$ cat src/rtl/envelope_pkg.sv
// Shared types and widths for the ADSR envelope shaper.
// State codes are visible on state_out, so their encoding is fixed.
package envelope_pkg;

    localparam int ENV_W   = 16;
    localparam int LEVEL_W = 8;

    typedef enum logic [2:0] {
        ST_IDLE    = 3'd0,
        ST_ATTACK  = 3'd1,
        ST_DECAY   = 3'd2,
        ST_SUSTAIN = 3'd3,
        ST_RELEASE = 3'd4
    } env_state_e;

endpackage

$ cat src/rtl/envelope_shaper_amp_scaler.sv
// Registered signed sample x unsigned level scaler, result = (amp * level) >>> 8.
// Latency 1 cycle from step_in; no backpressure, every strobe loads a new sample.
module amp_scaler
    import envelope_pkg::*;
(
    input  logic                      clk_in,
    input  logic                      rst_in,
    input  logic                      step_in,
    input  logic [LEVEL_W-1:0]        amp_in,
    input  logic [LEVEL_W-1:0]        level_in,
    output logic [LEVEL_W-1:0]        amp_out,
    output logic                      valid_out
);

    logic signed [2*LEVEL_W:0] prod;
    logic signed [2*LEVEL_W:0] shifted;
    logic                      shift_unused;
    logic [LEVEL_W-1:0]        amp_q;
    logic                      valid_q;

    // Level is zero-extended so 0xFF stays a positive gain just under unity.
    assign prod         = $signed(amp_in) * $signed({1'b0, level_in});
    assign shifted      = prod >>> LEVEL_W;
    assign shift_unused = ^shifted[2*LEVEL_W:LEVEL_W];

    always_ff @(posedge clk_in or negedge rst_in) begin
        if (!rst_in) begin
            amp_q   <= '0;
            valid_q <= 1'b0;
        end else begin
            valid_q <= step_in;
            if (step_in) begin
                amp_q <= shifted[LEVEL_W-1:0];
            end
        end
    end

    assign amp_out   = amp_q;
    assign valid_out = valid_q;

endmodule

$ cat src/rtl/envelope_shaper.sv
// ADSR envelope generator advancing once per sample strobe, scaling the oscillator sample by the level.
// Output latency 1 cycle after step_in; no backpressure, back-to-back strobes are all processed.
module envelope_shaper
    import envelope_pkg::*;
(
    input  logic               clk_in,
    input  logic               rst_in,
    input  logic               step_in,
    input  logic               gate_in,
    input  logic [LEVEL_W-1:0] amp_in,
    input  logic [LEVEL_W-1:0] attack_rate_in,
    input  logic [LEVEL_W-1:0] decay_rate_in,
    input  logic [LEVEL_W-1:0] release_rate_in,
    input  logic [LEVEL_W-1:0] sustain_level_in,
    output logic [LEVEL_W-1:0] amp_out,
    output logic               valid_out,
    output logic [LEVEL_W-1:0] env_out,
    output logic [2:0]         state_out,
    output logic               busy_out
);

    env_state_e         state_q, state_d;
    logic [ENV_W-1:0]   env_q, env_d;
    logic               armed_q;
    logic               step_en;
    logic [ENV_W-1:0]   target;
    logic [ENV_W:0]     sum_att;
    logic [ENV_W:0]     dif_dec;
    logic [ENV_W:0]     dif_rel;

    // armed_q stays low through the first edge after reset so a coincident strobe is dropped.
    assign step_en = step_in & armed_q;
    assign target  = {sustain_level_in, {(ENV_W-LEVEL_W){1'b0}}};
    assign sum_att = {1'b0, env_q} + {{(ENV_W-LEVEL_W+1){1'b0}}, attack_rate_in};
    assign dif_dec = {1'b0, env_q} - {{(ENV_W-LEVEL_W+1){1'b0}}, decay_rate_in};
    assign dif_rel = {1'b0, env_q} - {{(ENV_W-LEVEL_W+1){1'b0}}, release_rate_in};

    always_comb begin
        state_d = state_q;
        env_d   = env_q;
        case (state_q)
            ST_IDLE: begin
                env_d = '0;
                if (gate_in) state_d = ST_ATTACK;
            end
            ST_ATTACK: begin
                if (!gate_in) begin
                    state_d = ST_RELEASE;
                end else if (sum_att >= {1'b0, {ENV_W{1'b1}}} || attack_rate_in == '0) begin
                    env_d   = '1;
                    state_d = ST_DECAY;
                end else begin
                    env_d = sum_att[ENV_W-1:0];
                end
            end
            ST_DECAY: begin
                if (!gate_in) begin
                    state_d = ST_RELEASE;
                end else if ($signed(dif_dec) <= $signed({1'b0, target}) || decay_rate_in == '0) begin
                    env_d   = target;
                    state_d = ST_SUSTAIN;
                end else begin
                    env_d = dif_dec[ENV_W-1:0];
                end
            end
            ST_SUSTAIN: begin
                env_d = target;
                if (!gate_in) state_d = ST_RELEASE;
            end
            ST_RELEASE: begin
                // Retrigger resumes attack from the current level rather than from zero.
                if (gate_in) begin
                    state_d = ST_ATTACK;
                end else if ($signed(dif_rel) <= $signed({(ENV_W+1){1'b0}}) || release_rate_in == '0) begin
                    env_d   = '0;
                    state_d = ST_IDLE;
                end else begin
                    env_d = dif_rel[ENV_W-1:0];
                end
            end
            default: begin
                env_d   = '0;
                state_d = ST_IDLE;
            end
        endcase
    end

    always_ff @(posedge clk_in or negedge rst_in) begin
        if (!rst_in) begin
            state_q <= ST_IDLE;
            env_q   <= '0;
            armed_q <= 1'b0;
        end else begin
            armed_q <= 1'b1;
            if (step_en) begin
                state_q <= state_d;
                env_q   <= env_d;
            end
        end
    end

    amp_scaler u_amp_scaler (
        .clk_in    (clk_in),
        .rst_in    (rst_in),
        .step_in   (step_en),
        .amp_in    (amp_in),
        .level_in  (env_q[ENV_W-1:ENV_W-LEVEL_W]),
        .amp_out   (amp_out),
        .valid_out (valid_out)
    );

    assign env_out   = env_q[ENV_W-1:ENV_W-LEVEL_W];
    assign state_out = state_q;
    assign busy_out  = (state_q != ST_IDLE);

endmodule

$ cat config.mk
export PLATFORM = sky130hd
export DESIGN_NAME = envelope_shaper
export DESIGN_NICKNAME = d
export VERILOG_FILES = /design/src/rtl/envelope_pkg.sv /design/src/rtl/envelope_shaper_amp_scaler.sv /design/src/rtl/envelope_shaper.sv
export SDC_FILE = /design/constraint.sdc
export NUM_CORES = 1
export LEC_CHECK = 0
export BUFFER_PORTS_ARGS = -buffer_cell sky130_fd_sc_hd__buf_2
export CAP_MARGIN = 15
export CORE_MARGIN = 2
export CORE_UTILIZATION = 45
export CTS_CLUSTER_SIZE = 40
export DETAILED_ROUTE_END_ITERATION = 12
export RECOVER_POWER = 100
export SYNTH_ARGS = -nofsm -noshare
export SYNTH_HDL_FRONTEND = slang
export SYNTH_SLANG_ARGS = --single-unit
$ cat constraint.sdc
create_clock -name clk_in -period 6.9 [get_ports clk_in]
set_input_delay 0.69 -clock clk_in [delete_from_list [all_inputs] [get_ports clk_in]]
set_output_delay 0.69 -clock clk_in [all_outputs]
set_load 0.02 [all_outputs]
==> run summary, run 1 <==
Status: finished, violations left
Failing checks: capacitance limit, slew limit
Number of global-route vias before repair: 5607
Post-layout min period: 5170 ps
Top post-synthesis cells by area: ha_1, fa_1, dfrtp_1, inv_1, and2_1
Worst Setup SP: decay_rate_in[0]
Final #Nets: 932
Max Fclk: 193 MHz
CTS root buf: clkbuf_16
First-pass GRT wire length: 29100 um
R2r endpoint: env_q[14]$_DFFE_PN0P_
Cts hold-fix bufs: 0
Hold Crit Depth: 2
Die width: 118 um
Clock Skew: 7.21 ps
Die height: 118 um
Core box area: 12700 um2
Most common cell after layout, fill and taps aside: inv_1
Mapped Area: 5870 um2
Final WS setup: 1730 ps
Top-area cell type share of the netlist area: 14.9%
R2R Setup Slk: 1750 ps
# IOs: 65
Yosys top cell by area: ha_1
Drt via density: 6.05
Cell variety after synth: 79
Worst path slowest cell: a21oi_1
Worst path required time: 7060 ps
Post-synth EDFFs: 0
Pre-CTS setup slack: 1710 ps
Seq cells post-synth: 29
Initial antenna violation count: 0
H-tree depth: 2
Clk slew on worst S/H paths: 60 ps
Min-delay worst type: reg -> reg
DRC viols: 0
Antenna cells: 0
Area Growth Syn to Fin: 8.14%
Final hold vios: 0
Row count: 41
DP HPWL: 14300 um
Ys Warns: 0
Relative slew slack: -19.8%
Max cap viols: 1
Share of cells above drive strength 1: 9.60%
Critical Path Sink: env_q[14]$_DFFE_PN0P_
Arrival time worst endpoint: 5340 ps
Peak supply drop: 0.163 mV
1st-iter DRT viols: 356
Top cell by count, worst path: ha_1
Clock buffer count from CTS: 5
M1 wire length: 7470 um
Post-CTS repair timing setup buffer count: 0
Syn Inst Count: 745
Delay-heaviest family, CP: simple AND/OR/NAND/NOR gates
WL/cell: 18.8 um
Setup TNS: 0 ps
Gpl congestion: 0.950
Port Buf Inserts: 64
Crit path depth: 17
Worst skew pair latency: 290 ps
Power Total: 2.42 mW
Worst hold margin: 478 ps
Critical path startpoint category: primary input
Critical path endpoint category: flip-flop
Slew Viols, Final: 30
Static Leakage: 3.00 nW
CTS tree: yes
Sequential element share of the synthesized area: 12.4%
GRT Overall Usage: 26.0%
Commonest non-fill, non-tap cells in the layout: inv_1, ha_1, nand2_1
Pre-Repair DR Iteration Count: 5
Period utilization: 75.0%
Avg Synthesized Cell Area: 7.88 um2
ANT nets after route: 0
Clk sink count: 29
Global route overflow: 0
Largest net degree at the start of global routing: 30
Crit path cell chain: clkbuf_1 > ha_1 > inv_1 > fa_1 > a21o_1 > a22oi_1 > a21oi_1 > nor4_1 > xnor2_1 > ha_1 > nand4_1 > or4_1 > nor3_1 > and4_1 > nor2_1 > a221o_1 > a311o_1
Pwr Density: 382 nW/um2
Top Layer Used: met4
WL final: 18000 um
Clock buffer depth: 2
Final setup fails: 0
Asr flop ratio synth: 100%
Die ar.: 14000 um2
Crit-path max FO: 13
Synth Flop Type: dfrtp_1
CP Class: in -> reg
Post-Syn Nets: 897
Unrepaired setup endpoints after global routing: no
CTS resizes: 0
Wire length on met3: 956 um
Worst Tran Pin Value: 1800 ps
Largest stage delay on the critical path: 720 ps
Initial Utilization: 46.3%
Via Count: 5762
R2r worst-path depth: 17
Met2 WL post-DR: 8750 um
Buf/Inv on CP: 2
Worst r2r src: env_q[0]$_DFFE_PN0P_
stage by stage:
step	std cells	instance area [um2]	utilization, %
after floorplan	745	5870	-
after global placement	945	6240	49.2
after detailed placement	945	6240	49.2
after CTS	953	6380	50.4
after global routing	953	6350	50.1
final	953	6350	50.1
report_power, final:
part / internal (mW) / leakage [nW] / switching [mW]
clock: 0.132 / 0.0696 / 0.0910
sequential: 0.226 / 0.379 / 0.152
combinational: 0.728 / 2.56 / 1.10
total: 1.09 / 3.00 / 1.34
synthesized netlist by cell type (8+ instances only):
cell and number:
a31oi_1 18, nand3_1 10, and2_1 43, nand2_1 64, nor4_1 12, fa_1 38
a21o_1 10, o211ai_1 13, a211oi_1 8, xor2_1 14, or2_2 11, nor3_1 24
o21a_1 8, xnor2_1 16, dfrtp_1 29, inv_1 84, ha_1 70, o21ai_0 43
clkbuf_1 23, nor2_1 42, buf_4 9, a21oi_1 26
logic make-up (layout without fill, tap and decap cells):
kind of cell	after synthesis	in the layout	synth area share, %
buf+inv	123	159	8.51
compound gates	198	198	23.8
flops	29	29	12.4
fa+ha+maj	109	109	28.1
xor+xnor	31	31	4.75
simple gates	253	253	22.3
other cells	1	1	0.0639
mux	1	1	0.171
worst min path at each step:
stage	from	end	slack (ps)
2_1_floorplan	rst_in	armed_q$_DFF_PN0_	390
3_3_place_gp	u_amp_scaler.amp_out[7]$_DFFE_PN0P_	u_amp_scaler.amp_out[7]$_DFFE_PN0P_	460
3_5_place_dp	u_amp_scaler.amp_out[7]$_DFFE_PN0P_	u_amp_scaler.amp_out[7]$_DFFE_PN0P_	470
4_1_cts	u_amp_scaler.amp_out[7]$_DFFE_PN0P_	u_amp_scaler.amp_out[7]$_DFFE_PN0P_	480
5_1_grt	u_amp_scaler.amp_out[3]$_DFFE_PN0P_	u_amp_scaler.amp_out[3]$_DFFE_PN0P_	510
6_report	u_amp_scaler.amp_out[3]$_DFFE_PN0P_	u_amp_scaler.amp_out[3]$_DFFE_PN0P_	480
state kept, by name (all words and copies together), names as in the netlist:
name                    count
env_q                      16
u_amp_scaler.amp_out        8
state_out                   3
armed_q                     1
u_amp_scaler.valid_out      1
metal layers:
metal | up-vias | GRT usage, %
met5 | - | 0
met4 | 0 | 11.1
li1 | 2726 | -
met1 | 2751 | 33.1
met3 | 61 | 3.28
met2 | 224 | 44.1
area by class of cell:
type | instances | area [um2]
flip-flops and latches | 29 | 726
multi-input cells | 593 | 4640
inverters | 85 | 319
well taps | 172 | 215
repair buffers | 66 | 307
clock buffers | 5 | 125
fillers | 1298 | 6320
clock inverters | 3 | 17.5
worst reg2reg max path: stages (launching register included):
cell,delay (ps)
dfrtp_1,400
inv_1,80
ha_1,190
inv_1,70
fa_1,220
a21o_1,200
a22oi_1,90
a21oi_1,720
nor4_1,120
xnor2_1,180
ha_1,310
nand4_1,150
or4_1,550
nor3_1,200
and4_1,530
nor2_1,270
a221o_1,400
a311o_1,350
No activity file was read; power rests on OpenSTA's default activity.
==> run 2: changes to the inputs <==
--- a/config.mk
+++ b/config.mk
@@ -11,6 +11,7 @@
 export CORE_UTILIZATION = 45
 export CTS_CLUSTER_SIZE = 40
 export DETAILED_ROUTE_END_ITERATION = 12
+export PLACE_DENSITY = 0.66
 export RECOVER_POWER = 100
 export SYNTH_ARGS = -nofsm -noshare
 export SYNTH_HDL_FRONTEND = slang
==> constraint.sdc (replaced) <==
create_clock -name clk_in -period 4.7 [get_ports clk_in]
set_input_delay 0.47 -clock clk_in [delete_from_list [all_inputs] [get_ports clk_in]]
set_output_delay 0.47 -clock clk_in [all_outputs]
set_load 0.02 [all_outputs]
==> run 2 against run 1 <==
Against the previous run:
- the run still ends with capacitance limit, slew limit left
- critical endpoint unchanged
- register-to-register slack worse by 1500 ps
- routed wire length grew 6.2%
- power up 55%
- sequential cell count unchanged
- combinational power grew 64%
- largest cell class unchanged
- design area increased by 3.8%
==> run summary, run 2 (same netlist as run 1, synthesis figures left out) <==
Final setup fails: 0
Critical path endpoint category: flip-flop
Peak supply drop: 0.288 mV
Static Leakage: 3.17 nW
Cts hold-fix bufs: 0
DP HPWL: 15700 um
Gpl congestion: 0.929
Via Count: 5870
Number of global-route vias before repair: 5784
Hold Crit Start: u_amp_scaler.amp_out[0]$_DFFE_PN0P_
Hold Path End: u_amp_scaler.amp_out[0]$_DFFE_PN0P_
Worst Tran Pin Value: 1680 ps
R2r endpoint: env_q[14]$_DFFE_PN0P_
DRC viols: 0
Critical path startpoint category: flip-flop
Final Non-Filler Cells: 980
Final hold vios: 0
Final #Nets: 960
# IOs: 65
Core box area: 12700 um2
Pwr Density: 569 nW/um2
Die width: 118 um
Row count: 41
Die height: 118 um
Max Fclk: 225 MHz
Worst skew pair latency: 280 ps
Max cap viols: 1
Crit-path max FO: 7
Pre-CTS setup slack: 20.2 ps
Setup TNS: 0 ps
Global route overflow: 0
Arrival time worst endpoint: 4590 ps
Status: finished, violations left
Clock buffer count from CTS: 5
GRT Overall Usage: 27.4%
Initial antenna violation count: 0
Worst r2r src: env_q[0]$_DFFE_PN0P_
R2R Setup Slk: 260 ps
CP Class: reg -> reg
Period utilization: 94.4%
Clk sink count: 29
Worst Setup SP: env_q[0]$_DFFE_PN0P_
Clock buffer depth: 2
Port Buf Inserts: 64
Post-layout min period: 4440 ps
Initial Utilization: 46.3%
Die ar.: 14000 um2
Max reg flops: 16
CTS root buf: clkbuf_16
Antenna cells: 0
Unrepaired setup endpoints after global routing: yes
Min-delay worst type: reg -> reg
Final Util: 52.0%
ANT nets after route: 0
Area Growth Syn to Fin: 12.3%
Worst path required time: 4850 ps
R2r worst-path depth: 17
First-pass GRT wire length: 30700 um
Biggest register: env_q
CTS tree: yes
Clock Skew: 9.57 ps
Clk slew on worst S/H paths: 50 ps
Share of cells above drive strength 1: 14.2%
Failing checks: capacitance limit, slew limit
Drt via density: 5.99
Hold Crit Depth: 2
Inst Count DP: 973
Commonest non-fill, non-tap cells in the layout: inv_1, ha_1, nand2_1, buf_2, o21ai_0
Largest net degree at the start of global routing: 30
1st-iter DRT viols: 410
Relative slew slack: -12.3%
Slew Viols, Final: 30
Final WS setup: 261 ps
Pre-Repair DR Iteration Count: 7
WL final: 19100 um
WL/cell: 19.5 um
H-tree depth: 2
Most common cell after layout, fill and taps aside: inv_1
run 2: cell count changes in the layout (fill, tap and decap cells not counted), sizes merged:
cell / previous run / this run
buf: 43 / 76
clkbuf: 28 / 25
clkinvlp: 1 / 0
clkinv: 3 / 1
run 2: report_power, final:
part	total (mW)	internal, mW	switching [mW]
clock network	0.312	0.207	0.105
logic	2.98	1.16	1.81
registers	0.462	0.335	0.126
total	3.75	1.71	2.04
run 2: layout make-up:
cell class / instances / area [um2]
multi-input cells: 593 / 4670
fillers: 1262 / 6080
clock buffers: 7 / 143
well taps: 172 / 215
repair buffers: 94 / 513
inverters: 85 / 319
flip-flops and latches: 29 / 727
run 2: worst max-delay path by stage:
stage	end	slack, ps	cells after the start
2_1_floorplan	u_amp_scaler.amp_out[6]$_DFFE_PN0P_	230	17
3_3_place_gp	u_amp_scaler.amp_out[6]$_DFFE_PN0P_	120	17
3_5_place_dp	env_q[14]$_DFFE_PN0P_	20	17
4_1_cts	env_q[14]$_DFFE_PN0P_	50	17
5_1_grt	u_amp_scaler.amp_out[6]$_DFFE_PN0P_	-20	15
6_report	env_q[14]$_DFFE_PN0P_	260	17
run 2: per-stage QoR:
stage	area (um2)	power [mW]	hold slack (ps)
final	6590	3.75	479
after global routing	6590	4.13	509
after CTS	6590	3.71	267
after detailed placement	6450	3.38	472
after global placement	6450	3.35	459
after floorplan	5870	2.56	174
run 2: worst max-delay path: stages (launching register included):
cell and delay (ps):
dfrtp_1 410, inv_1 110, ha_1 150, inv_1 50
fa_1 410, a21o_1 220, a22oi_1 190, a21oi_2 170
nor4_2 220, xnor2_1 150, ha_1 310, nand4_1 120
or4_1 580, nor3_2 150, and4_4 310, nor2_2 60
a221o_1 370, a311o_1 350
run 2: repair_timing:
action                                  4_1_cts  5_1_grt
endpoints found under the setup margin        0       15
hold endpoints to repair                      0        0
gates resized for setup                       0        8
buffers inserted                              0        0
run 2: metal layers:
layer  vias to the layer above  part of all wire [%]  global-route usage [%]
met5                         -                     0                       0
li1                       2778                     -                       -
met1                      2846                    44                    37.9
met3                        31                   5.9                    2.75
met2                       215                    47                    45.6
met4                         0                   2.6                    7.15
